`src/rtl/rrat.sv`:
```
// Retirement RAT: committed arch->phys map plus committed free-register bitmap.
// Each accepted commit remaps rd and releases rd's previous physical register.
module rrat #(
    parameter int P_REG_SIZE = 128,
    parameter int P_WIDTH    = 7,
    parameter int A_REGS     = 32,
    parameter int A_WIDTH    = 5
) (
    input  logic                        clk,
    input  logic                        rst,
    input  logic                        commit_valid,
    input  logic [A_WIDTH-1:0]          commit_rd,
    input  logic [P_WIDTH-1:0]          commit_pd,
    output logic                        fl_enque,
    output logic [P_WIDTH-1:0]          freed_reg_phys,
    output logic [P_REG_SIZE-1:0]       backup_free_list,
    output logic [A_REGS*P_WIDTH-1:0]   rrat_map,
    output logic [P_WIDTH:0]            free_count
);

    localparam logic [P_WIDTH:0] RESET_COUNT = (P_WIDTH+1)'(P_REG_SIZE - A_REGS);

    logic                  accept;
    logic                  degenerate;
    logic                  inc;
    logic                  dec;
    logic [P_WIDTH-1:0]    old_pd;
    logic [P_WIDTH:0]      count_next;

    logic [P_REG_SIZE-1:0] backup_reg;
    logic                  fl_enque_reg;
    logic [P_WIDTH-1:0]    freed_reg;
    logic [P_WIDTH:0]      count_reg;

    always_comb begin
        accept     = commit_valid && (commit_rd != '0);
        old_pd     = rrat_map[commit_rd*P_WIDTH +: P_WIDTH];
        degenerate = (old_pd == commit_pd);
        // Count tracks the bitmap incrementally: old becomes free, pd becomes busy.
        inc        = !degenerate && !backup_reg[old_pd];
        dec        = backup_reg[commit_pd];
        count_next = count_reg + {{P_WIDTH{1'b0}}, inc} - {{P_WIDTH{1'b0}}, dec};
    end

    // One register per architectural entry; entry 0 can never be written.
    for (genvar gi = 0; gi < A_REGS; gi++) begin : gen_map
        logic [P_WIDTH-1:0] entry_reg;

        always_ff @(posedge clk or posedge rst) begin
            if (rst) begin
                entry_reg <= P_WIDTH'(gi);
            end else if (accept && (commit_rd == A_WIDTH'(gi))) begin
                entry_reg <= commit_pd;
            end
        end

        assign rrat_map[gi*P_WIDTH +: P_WIDTH] = entry_reg;
    end

    always_ff @(posedge clk or posedge rst) begin
        if (rst) begin
            backup_reg   <= {{(P_REG_SIZE-A_REGS){1'b1}}, {A_REGS{1'b0}}};
            fl_enque_reg <= 1'b0;
            freed_reg    <= '0;
            count_reg    <= RESET_COUNT;
        end else begin
            fl_enque_reg <= 1'b0;
            if (accept) begin
                if (!degenerate) begin
                    backup_reg[old_pd] <= 1'b1;
                    fl_enque_reg       <= 1'b1;
                    freed_reg          <= old_pd;
                end
                backup_reg[commit_pd] <= 1'b0;
                count_reg             <= count_next;
            end
        end
    end

    assign fl_enque         = fl_enque_reg;
    assign freed_reg_phys   = freed_reg;
    assign backup_free_list = backup_reg;
    assign free_count       = count_reg;

endmodule

```
`config.mk`:
```
export PLATFORM = sky130hd
export DESIGN_NAME = rrat
export DESIGN_NICKNAME = d
export VERILOG_FILES = /design/src/rtl/rrat.sv
export SDC_FILE = /design/constraint.sdc
export NUM_CORES = 1
export LEC_CHECK = 0
export CAP_MARGIN = 10
export CORE_MARGIN = 5
export CORE_UTILIZATION = 35
export CTS_CLUSTER_SIZE = 20
export DETAILED_ROUTE_END_ITERATION = 6
export PLACE_DENSITY_LB_ADDON = 0.05
export SETUP_SLACK_MARGIN = 0.1
export SLEW_MARGIN = 25
export SYNTH_ARGS = -nofsm -noshare
export SYNTH_HDL_FRONTEND = slang
export SYNTH_SLANG_ARGS = --single-unit
export TNS_END_PERCENT = 100
```
`constraint.sdc`:
```
create_clock -name clk -period 10.4 [get_ports clk]
set_input_delay 1.04 -clock clk [delete_from_list [all_inputs] [get_ports clk]]
set_output_delay 1.04 -clock clk [all_outputs]
set_load 0.02 [all_outputs]
```
---- Yosys cells after proc, flatten, opt, wreduce, memory -nomap -nowiden ----
Cells that the tools add are included.
word-level totals
  memory bits (read-only) ................. 0
  latch bits .............................. 0
  input port bits ......................... 15
  RAM bits ................................ 0
  logic and storage cells ................. 133
  output and inout bits ................... 368
  flip-flop bits (word level) ............. 368
  memories kept ........................... 0
operators by class
  equal/unequal tests ..................... 32
  multiplexer cells ....................... 12
  divide/modulo/power cells ............... 0
  magnitude comparators ................... 4
  add/sub/neg operators ................... 2
  bitwise logic cells ..................... 4
  reductions and logical operators ........ 41
  shift operators ......................... 1
  multiply operators ...................... 1
operators by type and width
  operator                                                                number
  128-bit 2-to-1 mux                                                      2
  224-bit by 9-bit variable part select with 7-bit output                 1
  128-bit bitwise AND                                                     1
  128-bit inverter                                                        1
  128-bit OR                                                              1
  5-bit == test (second input constant)                                   16
  5-bit by 4-bit == test with 1-bit output (second input constant)        8
  1-bit logical AND                                                       36
  5-bit by 3-bit == test with 1-bit output (second input constant)        4
  7-bit by 8-bit < comparator with 1-bit output (second input constant)   2
  1-bit binary-select mux with 7-bit select                               2
  1-bit demux with 7-bit select                                           2
  7-bit by 1-bit >= comparator with 1-bit output (second input constant)  2
  5-bit by 2-bit == test with 1-bit output (second input constant)        2
  8-bit by 1-bit adder with 8-bit output                                  1
  5-bit by 3-bit multiplier with 8-bit output (second input constant)     1
  8-bit by 1-bit subtractor with 8-bit output                             1
  7-bit == test                                                           1
  1-bit 2-to-1 mux                                                        6
  5-bit by 1-bit == test with 1-bit output (second input constant)        1
  5-bit logical NOT                                                       1
  5-bit nonzero test                                                      1
  1-bit logical NOT                                                       2
  2-bit AND reduction                                                     1
  1-bit inverter                                                          1

---- Longest topological paths before layout ----
  depth after elaboration ................. 10
  depth in mapped cells ................... 30
  mapped depth without buffers ............ 23

---- Worst setup path after synthesis ----
No wires, ideal clock.
  path kind ............................... in2reg
  start ................................... input port commit_rd[1]
  end ..................................... register count_reg[7] (netlist: free_count[7])
  library setup time ...................... 0.128 ns
  path buffers ............................ 4
  stages .................................. 26
  setup slack ............................. 4.672 ns
  data arrival time ....................... 5.600 ns
  data required time ...................... 10.272 ns
  cell sequence ........................... buf_2 > buf_2 > or3b_1 > o221ai_1 > and4b_1 > nor2_4 > buf_6 > buf_6 > mux2_1 > a22oi_1 > nor2_1 > o211ai_1 > nand4_1 > or4b_1 > ha_1 > inv_1 > ha_1 > a21o_1 > a21oi_1 > o21bai_1 > a21oi_1 > o21bai_1 > a21oi_1 > xnor2_1 > nand2_1 > xnor2_1
on the way
  word-level cells in the longest chain between the ends .. 8
  elaborated cells between the ends (all ways) .. 12
  those cells by class .................... add/sub: 2; mul: 1; eq/ne: 1; shift: 1; mux: 2; reduce/logical: 5
RTL lines
  element                                                  RTL line  source
  start: declaration                                       12        input logic [A_WIDTH-1:0] commit_rd,
  5-bit by 3-bit multiplier with 8-bit output              37        old_pd = rrat_map[commit_rd*P_WIDTH +: P_WIDTH];
  224-bit by 9-bit variable part select with 7-bit output  37
  1-bit binary-select mux with 7-bit select                40        inc = !degenerate && !backup_reg[old_pd];
  1-bit 2-to-1 mux (implied by the code)                   40
  1-bit logical NOT                                        40
  1-bit logical AND                                        40
  8-bit by 1-bit adder with 8-bit output                   42        count_next = count_reg + {{P_WIDTH{1'b0}}, inc} - {{P_WIDTH{1'b0}}, dec};
  8-bit by 1-bit subtractor with 8-bit output              42
  end signal: assignment                                   75        count_reg <= count_next;
  end: declaration                                         33        logic [P_WIDTH:0] count_reg;
Parallel ways exist; a longest one is shown, timed or not. The select of a mux whose other input is x is not followed.
A chain may end at the register's enable or synchronous reset.

---- Worst setup path after layout ----
  start ................................... input port commit_rd[3]
  end ..................................... register count_reg[7] (netlist: free_count[7])
Same word-level chain as after synthesis.

==> reports/metrics.cfg <==
[critical_path]
cp_slowest_stage_delay_ps = 1030
slowest_stage = clkdlybuf4s50_1
cp_top_family = compound AO/OA/AOI/OAI gates
crit_required_ps = 10850
cp_cell_sequence = clkdlybuf4s50_1 -> buf_4 -> mux2i_1 -> nor2_1 -> a221oi_1 -> a2bb2oi_2 -> nand2_2 -> nor2_1 -> a221o_1 -> o2111ai_1 -> nand4_1 -> or4b_1 -> ha_1 -> inv_1 -> ha_1 -> a21o_1 -> a21oi_1 -> o21bai_1 -> a21oi_1 -> o21bai_1 -> a21oi_1 -> xnor2_1 -> nand2_1 -> xnor2_1
start_kind = input pin
crit_top_cell = a21oi_1
cp-end-kind = flop
worstSetupPathType = input pin to flop
crit_fanout = 24
path_buf_inv = 3
arrival_ps = 7530

[flow_run]
maxCapViolations = 0

[die]
die-area_um2 = 59320
rows = 85
die_h_um = 243.6
start_util = 0.3541
boundaryPins = 383
core_um2 = 53920
die_width_um = 243.6

[timing]
final-hold-violation-count = 0
period_share = 0.6806
fmax_mhz = 141.3
rsz0062_at_grt = false
relSlewSlack = 0.2144
final-setup-viol-count = 0
setup_tns_ps = 0
worst_pin_slew_ps = 1178
drv_slew = 0
fin_crit_ps = 7078
fin_worst_skew_ps = 15.56

[drt]
routed_wl_mm = 81.12
wl_per_cell_um = 30.73
drt_iter0_drc = 1491
vias = 15550
via_per_inst = 5.890
dr.pass1.iters = 7
drc = 1
ant_nets = 0

[logic_synthesis]
syn-num-nets = 1600
synth_area_leader_cell = dfrtp_1
synth_edf_count = 0
synthFlopType = dfrtp_1
synth_top_area_share = 0.2490
synth-seq-cells = 368
yosysUniqueCellTypes = 84
synth_area_um2 = 19090
synth_most_common_cell = mux2_2
synth_cells = 1576
synthTopCellsByArea = dfrtp_1, dfstp_2, mux2_2
postSynthAreaPerCell_um2 = 12.11
yosysSeqAreaShare = 0.4940
async_flop_share = 1.000
ys.warnings.count = 0
synthTopCellsByCount = mux2_2, dfrtp_1, dfstp_2

[final_layout]
drive_above_1_share = 0.3153
diodes = 0
design_area_um2 = 24900
synthToLayoutAreaGrowth_pct = 30.41
fin_nets = 1933
fillCellCount = 4947
largest_register_ffs = 224

[global_routing]
grt_max_degree = 146
gr-usage-all-layers = 0.2633
grt_pass1_vias = 15910
grt_pass1_wl_mm = 116.6
antenna_found_initial = 1
grt_overflow = 0

[power_and_ir_drop]
power_mw = 5.807
power_density_nw_per_um2 = 233.3
leakage_nw = 9.576
max-vdd-ir-drop_uv = 115.8

[placed_design]
place_area_um2 = 23360
port_buffers = 382
dp_hpwl_mm = 55.94
gp_congestion = 0.9262

[clock_network]
h-tree-depth = 2
cts_tree = done
clockBufferDepth = 3
root_buffer = clkbuf_16
cts_buffers = 43
ctsResizeCount = 0
clkTransAtPathRegs_ps = 60
clock_sinks = 368
clock_latency_ps = 570
cts_hold_buf = 0
cts_setup_buffers = 0

[status]
violations = design-rule violations
status = finished with violations

[worst_hold_path]
min_path_type = flop to flop

==> power breakdown <==
part / internal (mW) / leakage, nW / total (mW) / switching [mW]
combinational: 0.942 / 4.55 / 2.01 / 1.07
sequential: 1.82 / 4.28 / 2.18 / 0.356
clock: 0.986 / 0.741 / 1.62 / 0.638
total: 3.75 / 9.58 / 5.81 / 2.06
==> routing by layer <==
metal / GRT usage / wire, µm / vias to the layer above
met5: 0 / 13 / -
met4: 0.09691 / 3577 / 2
met3: 0.07223 / 6748 / 197
met2: 0.4497 / 39930 / 768
met1: 0.3199 / 30850 / 8006
li1: - / - / 6577
==> worst paths after layout <==
check	startpoint	to	slack, ps	cells past startpoint
hold / removal	gen_map[0].entry_reg[5]	gen_map[0].entry_reg[5]	400	0
max in group asynchronous	rst	backup_free_list[12]	7560	5
hold reg to reg	gen_map[0].entry_reg[5]	gen_map[0].entry_reg[5]	400	0
setup / recovery	commit_rd[3]	free_count[7]	3320	24
min in group asynchronous	rst	free_count[1]	790	2
setup reg to reg	gen_map[28].entry_reg[2]	free_count[7]	4540	22
==> per-stage QoR <==
stage / utilization / std cells / hold slack [ps] / worst slack [ps]
2_1_floorplan: - / 1576 / 516.5 / 4567
3_3_place_gp: 0.4331 / 2559 / 396.0 / 2864
3_5_place_dp: 0.4332 / 2559 / 390.0 / 2787
4_1_cts: 0.4612 / 2639 / 403.3 / 3389
5_1_grt: 0.4617 / 2640 / 416.2 / 2930
6_report: 0.4617 / 2640 / 399.2 / 3322
==> kinds of logic (layout without fill, tap and decap cells) <==
family | Yosys count | after routing | share of synthesized area
simple gates | 396 | 396 | 0.09503
flops | 368 | 368 | 0.4940
mux | 333 | 333 | 0.2299
compound gates | 314 | 314 | 0.1311
buf+inv | 142 | 510 | 0.03716
xor+xnor | 14 | 14 | 0.006422
fa+ha+maj | 9 | 9 | 0.006292
==> cell usage in the layout, fill, tap and decap left out, types with 18 or more instances in the layout <==
master / count
a21oi_1: 18
nand3_1: 20
clkbuf_16: 46
nor2_1: 155
nand4_1: 20
a22oi_1: 56
dfrtp_1: 190
o21ai_0: 26
dfstp_2: 178
o22a_1: 114
mux2i_1: 32
clkdlybuf4s50_1: 372
mux4_2: 57
nand2_1: 120
buf_4: 29
mux2_2: 236
==> area by class of cell <==
type                            count  area [µm²]  area share
Clock inverter                     15       221.5    0.008895
Clock buffer                       65        1292     0.05191
Tap cell                          696       870.8     0.03498
Sequential cell                   368        9432      0.3788
Multi-Input combinational cell   1066        8975      0.3605
Timing Repair Buffer              413        4038      0.1622
Inverter                           17       67.56    0.002714
No activity file was read; power rests on OpenSTA's default activity.
